**config.mk**
```make
export PLATFORM = sky130hd
export DESIGN_NAME = dram_arbiter
export DESIGN_NICKNAME = d
export VERILOG_FILES = /design/src/rtl/dram_arbiter.sv
export SDC_FILE = /design/constraint.sdc
export NUM_CORES = 1
export LEC_CHECK = 0
export ABC_AREA = 1
export ABC_CLOCK_PERIOD_IN_PS = 2900
export CORE_MARGIN = 2
export CORE_UTILIZATION = 40
export CTS_BUF_LIST = sky130_fd_sc_hd__clkbuf_8 sky130_fd_sc_hd__clkbuf_16
export DETAILED_ROUTE_END_ITERATION = 7
export HOLD_SLACK_MARGIN = 0.06
export PLACE_DENSITY = 0.72
export SLEW_MARGIN = 20
export SYNTH_ARGS = -nofsm -noshare
export SYNTH_HDL_FRONTEND = slang
export SYNTH_SLANG_ARGS = --single-unit
```
**constraint.sdc**
```tcl
create_clock -name clk -period 2.9 [get_ports clk]
set_input_delay 0.435 -clock clk [delete_from_list [all_inputs] [get_ports clk]]
set_output_delay 0.435 -clock clk [all_outputs]
set_load 0.05 [all_outputs]
```
**src/rtl/dram_arbiter.sv**
```systemverilog
// -----------------------------------------------------------------------------
// dram_arbiter
//
// Serialises up to two same-cycle memory requests from a dual-issue memory
// stage onto a single data-RAM port. Slot 1 (the older instruction) is always
// issued before slot 2, so a store in slot 1 is visible to a load in slot 2.
// The RAM has a one-cycle read latency. After the last issue the block gives
// a one-cycle response pulse carrying the load data for both slots.
//
// Optional feature: define DRAM_ARB_PERF_EN to build a saturating 32-bit
// counter of stalled cycles on stall_cycles_o. Without it the output is 0.
//
// Ports
//   clk, rst                 core clock, synchronous active-high reset
//   ce_i_1/2, we_i_1/2       slot request valid / store(1) or load(0)
//   addr_i_1/2, sel_i_1/2    byte address / byte-lane enables
//   data_i_1/2, pc_i_1/2     store data / PC of the requesting instruction
//   flush_i                  pipeline flush, drops slots not yet issued
//   stall_o                  holds the CPU memory stage
//   resp_valid_o             one-cycle pulse, rdata_o_1/2 valid
//   rdata_o_1/2              load data per slot (0 for stores / idle slots)
//   ram_ce_o, ram_we_o       RAM port enable / write enable
//   ram_addr_o, ram_data_o   RAM address / write data
//   ram_sel_o, ram_pc_o      RAM byte-lane enables / PC
//   ram_data_i               RAM read data, valid the cycle after a read
//   stall_cycles_o           stall performance counter
// -----------------------------------------------------------------------------
module dram_arbiter (
  input  logic        clk,
  input  logic        rst,
  input  logic        ce_i_1,
  input  logic        ce_i_2,
  input  logic        we_i_1,
  input  logic        we_i_2,
  input  logic [31:0] addr_i_1,
  input  logic [31:0] addr_i_2,
  input  logic [3:0]  sel_i_1,
  input  logic [3:0]  sel_i_2,
  input  logic [31:0] data_i_1,
  input  logic [31:0] data_i_2,
  input  logic [31:0] pc_i_1,
  input  logic [31:0] pc_i_2,
  input  logic        flush_i,
  output logic        stall_o,
  output logic        resp_valid_o,
  output logic [31:0] rdata_o_1,
  output logic [31:0] rdata_o_2,
  output logic        ram_ce_o,
  output logic        ram_we_o,
  output logic [31:0] ram_addr_o,
  output logic [31:0] ram_data_o,
  output logic [31:0] ram_pc_o,
  output logic [3:0]  ram_sel_o,
  input  logic [31:0] ram_data_i,
  output logic [31:0] stall_cycles_o
);

  typedef enum logic [1:0] {
    S_IDLE   = 2'd0,
    S_ISSUE1 = 2'd1,
    S_ISSUE2 = 2'd2,
    S_RESP   = 2'd3
  } state_t;

  state_t      r_state;
  logic        r_p1, r_p2;           // slot still waiting to be issued
  logic        r_we_1, r_we_2;
  logic [31:0] r_addr_1, r_addr_2;
  logic [3:0]  r_sel_1, r_sel_2;
  logic [31:0] r_data_1, r_data_2;
  logic [31:0] r_pc_1, r_pc_2;
  logic        r_live_1, r_live_2;   // a load of this slot was issued last cycle
  logic [31:0] r_rdata_1, r_rdata_2;
  logic        r_resp_valid;
  logic        w_stall;

  // NOTE: all state below is updated with non-blocking assignments so every
  // register samples the pre-edge values; where two assignments to the same
  // register occur in one pass, the later one (e.g. clearing rdata on a new
  // acceptance) intentionally wins.
  always_ff @(posedge clk) begin
    if (rst) begin
      r_state      <= S_IDLE;
      r_p1         <= 1'b0;
      r_p2         <= 1'b0;
      r_we_1       <= 1'b0;
      r_we_2       <= 1'b0;
      r_addr_1     <= '0;
      r_addr_2     <= '0;
      r_sel_1      <= '0;
      r_sel_2      <= '0;
      r_data_1     <= '0;
      r_data_2     <= '0;
      r_pc_1       <= '0;
      r_pc_2       <= '0;
      r_live_1     <= 1'b0;
      r_live_2     <= 1'b0;
      r_rdata_1    <= '0;
      r_rdata_2    <= '0;
      r_resp_valid <= 1'b0;
    end else begin
      r_resp_valid <= 1'b0;
      r_live_1     <= 1'b0;
      r_live_2     <= 1'b0;
      // RAM data is only present for one cycle; keep a copy for later cycles.
      if (r_live_1) r_rdata_1 <= ram_data_i;
      if (r_live_2) r_rdata_2 <= ram_data_i;

      case (r_state)
        S_IDLE: begin
          if (!flush_i && (ce_i_1 || ce_i_2)) begin
            r_p1      <= ce_i_1;
            r_p2      <= ce_i_2;
            r_we_1    <= we_i_1;
            r_we_2    <= we_i_2;
            r_addr_1  <= addr_i_1;
            r_addr_2  <= addr_i_2;
            r_sel_1   <= sel_i_1;
            r_sel_2   <= sel_i_2;
            r_data_1  <= data_i_1;
            r_data_2  <= data_i_2;
            r_pc_1    <= pc_i_1;
            r_pc_2    <= pc_i_2;
            r_rdata_1 <= '0;
            r_rdata_2 <= '0;
            r_state   <= ce_i_1 ? S_ISSUE1 : S_ISSUE2;
          end
        end
        S_ISSUE1: begin
          // Slot 1 is on the RAM this cycle; a flush cannot retract it.
          r_p1     <= 1'b0;
          r_live_1 <= r_p1 & ~r_we_1;
          if (flush_i) begin
            r_p2    <= 1'b0;
            r_state <= S_IDLE;
          end else if (r_p2) begin
            r_state <= S_ISSUE2;
          end else begin
            r_state      <= S_RESP;
            r_resp_valid <= 1'b1;
          end
        end
        S_ISSUE2: begin
          r_p2     <= 1'b0;
          r_live_2 <= r_p2 & ~r_we_2;
          if (flush_i) begin
            r_state <= S_IDLE;
          end else begin
            r_state      <= S_RESP;
            r_resp_valid <= 1'b1;
          end
        end
        S_RESP:  r_state <= S_IDLE;
        default: r_state <= S_IDLE;
      endcase
    end
  end

  // RAM port: a straight mux of the latched slot selected by the state
  // register, forced to all-zero whenever no slot is being issued.
  // NOTE: every output is given a default before the case so no latch is
  // inferred for the states that do not drive the port.
  always_comb begin
    ram_ce_o   = 1'b0;
    ram_we_o   = 1'b0;
    ram_addr_o = '0;
    ram_data_o = '0;
    ram_pc_o   = '0;
    ram_sel_o  = '0;
    case (r_state)
      S_ISSUE1: begin
        ram_ce_o   = 1'b1;
        ram_we_o   = r_we_1;
        ram_addr_o = r_addr_1;
        ram_data_o = r_data_1;
        ram_pc_o   = r_pc_1;
        ram_sel_o  = r_sel_1;
      end
      S_ISSUE2: begin
        ram_ce_o   = 1'b1;
        ram_we_o   = r_we_2;
        ram_addr_o = r_addr_2;
        ram_data_o = r_data_2;
        ram_pc_o   = r_pc_2;
        ram_sel_o  = r_sel_2;
      end
      default: ;
    endcase
  end

  // The last load issued returns its data in the RESP cycle itself, so that
  // slot forwards the RAM bus directly; earlier loads come from the copy.
  assign rdata_o_1 = r_live_1 ? ram_data_i : r_rdata_1;
  assign rdata_o_2 = r_live_2 ? ram_data_i : r_rdata_2;

  assign resp_valid_o = r_resp_valid;

  // Stall must react in the request cycle, hence the input term in IDLE.
  assign w_stall = !rst && (((r_state == S_IDLE) && (ce_i_1 || ce_i_2)) ||
                            (r_state == S_ISSUE1) || (r_state == S_ISSUE2));
  assign stall_o = w_stall;

`ifdef DRAM_ARB_PERF_EN
  logic [31:0] r_stall_cycles;

  always_ff @(posedge clk) begin
    if (rst) begin
      r_stall_cycles <= '0;
    end else if (w_stall && (r_stall_cycles != 32'hFFFF_FFFF)) begin
      r_stall_cycles <= r_stall_cycles + 32'd1;
    end
  end

  assign stall_cycles_o = r_stall_cycles;
`else
  assign stall_cycles_o = '0;
`endif

endmodule

```
==> reports/summary.txt <==
I/O Buffers: 406
DR iter-0 viols: 626
Post-synth EDFFs: 0
first-pass GRT wire length: 57,800 um
post-DR vias/cell: 4.84
TritonCTS clock tree: built
final hold vios: 0
worst-margin pin slew: 738 ps
total number of vias: 11.8k
fraction of layout cells with a size suffix above 1: 0.107
main flop type after synthesis: dfxtp_1
Core Rows: 62
XOR/XNOR Fraction of Synth Area: 0
worst-path maximum fanout: 37
Final GP Congestion: 0.860
H-tree Lvls: 1
I/O Pins: 439
Slew Limit Fails: 0
post-synthesis register bit count: 273
Cell Area, Synth: 11,600 sq um
largest net degree at the start of global routing: 144
Final HPWL DP: 25,900 um
unrepaired setup endpoints after global routing: true
Num CTS Buffers: 30
Synth area leaders: dfxtp_1, nand2_1, a21oi_1
Cell Count, Final, Fillers Out: 2,432
fraction of registers with async set/reset: 0
dpl ws: 391 ps
die width: 174 um
share of the synthesized area in the top cell type: 0.472
CORE AREA: 28,600 sq um
Post-synth top cells: nand2_1, a21oi_1, dfxtp_1
kind of start point of the critical path: flop
placed insts: 2,373
vias in the first global route: 11.1k
Ys Warns: 0
Power Density: 660 nW/um^2
Mean Syn Cell Area: 6.91 sq um
Overall Global Routing Usage: 0.235
MaxCap Viol Count: 0
WL per Instance: 15.5 um
sequential area share after synthesis: 0.472
Root Driver: clkbuf_16
die height: 174 um
DR DRC count: 0
Synth cell types: 19
Pre-antenna DRT Iters: 5
Sink Count: 273
Yosys top cell by area: dfxtp_1
status: finished, final reports clean
Clock Skews: 19.1 ps
Post-Synth Adder-Cell Area: 0.00648
GRT overflow: 0
post-synthesis mux area share: 0
Post-CTS Hold Buffers: 0
leakage dissipation: 7.06 nW
largest family of logic cells by synthesized area: simple AND/OR/NAND/NOR gates
peak supply drop: 0.000508 V
most numerous cell in the Yosys netlist: nand2_1
cell count after synthesis: 1,678
Longest Clk Path Bufs: 3
post-synthesis simple-gate area fraction: 0.247
Setup WS post-layout: 37.3 ps
Layout Nets: 2,269
Layout area overhead: 53.8%
Crit Path Category: flop to primary output
Clock Latency Late Sink: 550 ps
clock transition at the registers of the reported paths: 60 ps
die area: 30,300 sq um
Design Area, Final: 17,800 sq um
WL final: 37,700 um
dpl cell area: 16,700 sq um
WP data arrival: 2430 ps
post-route minimum period: 2860 ps
Slew HR: 0.508
hold crit path type: primary input to flop
Setup crit end kind: primary output
effective utilization at floorplan: 0.405
Max Freq: 0.349 GHz
Final Setup Violations: 0
setup_tns: 0 ps
initial antenna violation count: 5
fin crit share: 0.987
Finished Core Util: 0.622
Critical Path RT: 2470 ps
Routed Antenna Nets: 0
Compound-Gate Fraction of Synth Area: 0.163
## registers in the layout, indices dropped and copies added, names as in the netlist
| register | count |
|---|---|
| r_live_1 | 1 |
| r_rdata_1 | 32 |
| r_sel_2 | 4 |
| r_rdata_2 | 32 |
| r_we_1 | 1 |
| r_pc_1 | 32 |
| r_state | 2 |
| r_data_2 | 32 |
| r_sel_1 | 4 |
| r_addr_1 | 32 |
| r_addr_2 | 32 |
| r_p2 | 1 |
| r_p1 | 1 |
| r_live_2 | 1 |
| r_pc_2 | 32 |
| r_we_2 | 1 |
| r_data_1 | 32 |
| resp_valid_o | 1 |
## path summary, 6_finish.rpt
path	startpoint	end	slack, ps	cells after the start
setup / recovery	r_state[0]	ram_pc_o[10]	40	6
hold / removal	rst	r_data_2[31]	330	2
setup reg to reg	r_state[0]	r_data_1[16]	760	7
hold reg to reg	r_p2	r_live_2	460	2
## layout make-up
cell class	count	area, sq um
inverter	108	415
multi-input combinational	1175	5000
clock inverter	11	106
timing repair inverter	1	5.00
tap	384	480
clock buffer	41	913
sequential	273	5470
timing repair buffer	435	5410
antenna	4	10.0
fill	2426	10800
## critical path, stage by stage, from the launching register on
cell	delay, ps
dfxtp_1	450
inv_1	160
ha_2	420
clkinv_4	160
buf_12	220
a21oi_1	270
buf_12	180
## timing repair
action / CTS / global route
buffers inserted: 0 / 2
resized for setup: 4 / 6
hold endpoints to repair: 0 / 0
endpoints found under the setup margin: 85 / 57
gates cloned: 1 / 0
## per-stage QoR
stage	hold slack, ps	power, W
5_1_grt	349	0.0123
4_1_cts	320	0.0118
6_report	333	0.0118
3_3_place_gp	443	0.00784
3_5_place_dp	452	0.00790
2_1_floorplan	419	0.00654
## cells in the final DEF (no fill, tap or decap), drive strengths merged, types with 2 or more instances in the layout
master and n:
a21oi 310, buf 155, bufinv 2, clkbuf 41, clkdlybuf4s50 278, clkinv 6
conb 32, dfxtp 273, diode 4, ha 6, inv 111, nand2 684
nand3 5, nor2 69, o21ai 66
## cells by family after synthesis
family          count (synthesis)
fa+ha+maj                       6
buf+inv                       261
other cells                     1
simple gates                  760
flops                         273
compound gates                377
## layer usage
layer | share of wire | up-vias | GRT usage | wire [um]
li1 | - | 5876 | - | -
met1 | 0.40 | 5384 | 0.273 | 14900
met2 | 0.48 | 413 | 0.399 | 18200
met3 | 0.079 | 88 | 0.0711 | 2980
met4 | 0.042 | 2 | 0.102 | 1580
met5 | 0.00035 | - | 0 | 13
## power by group
group | total (W) | leakage (nW) | internal (W) | switching, W
Sequential | 0.00431 | 2.23 | 0.00412 | 0.000194
Combinational | 0.00359 | 4.32 | 0.00127 | 0.00232
Clock | 0.00386 | 0.520 | 0.00235 | 0.00151
Total | 0.0118 | 7.06 | 0.00774 | 0.00403
No activity file was read; power rests on OpenSTA's default activity.
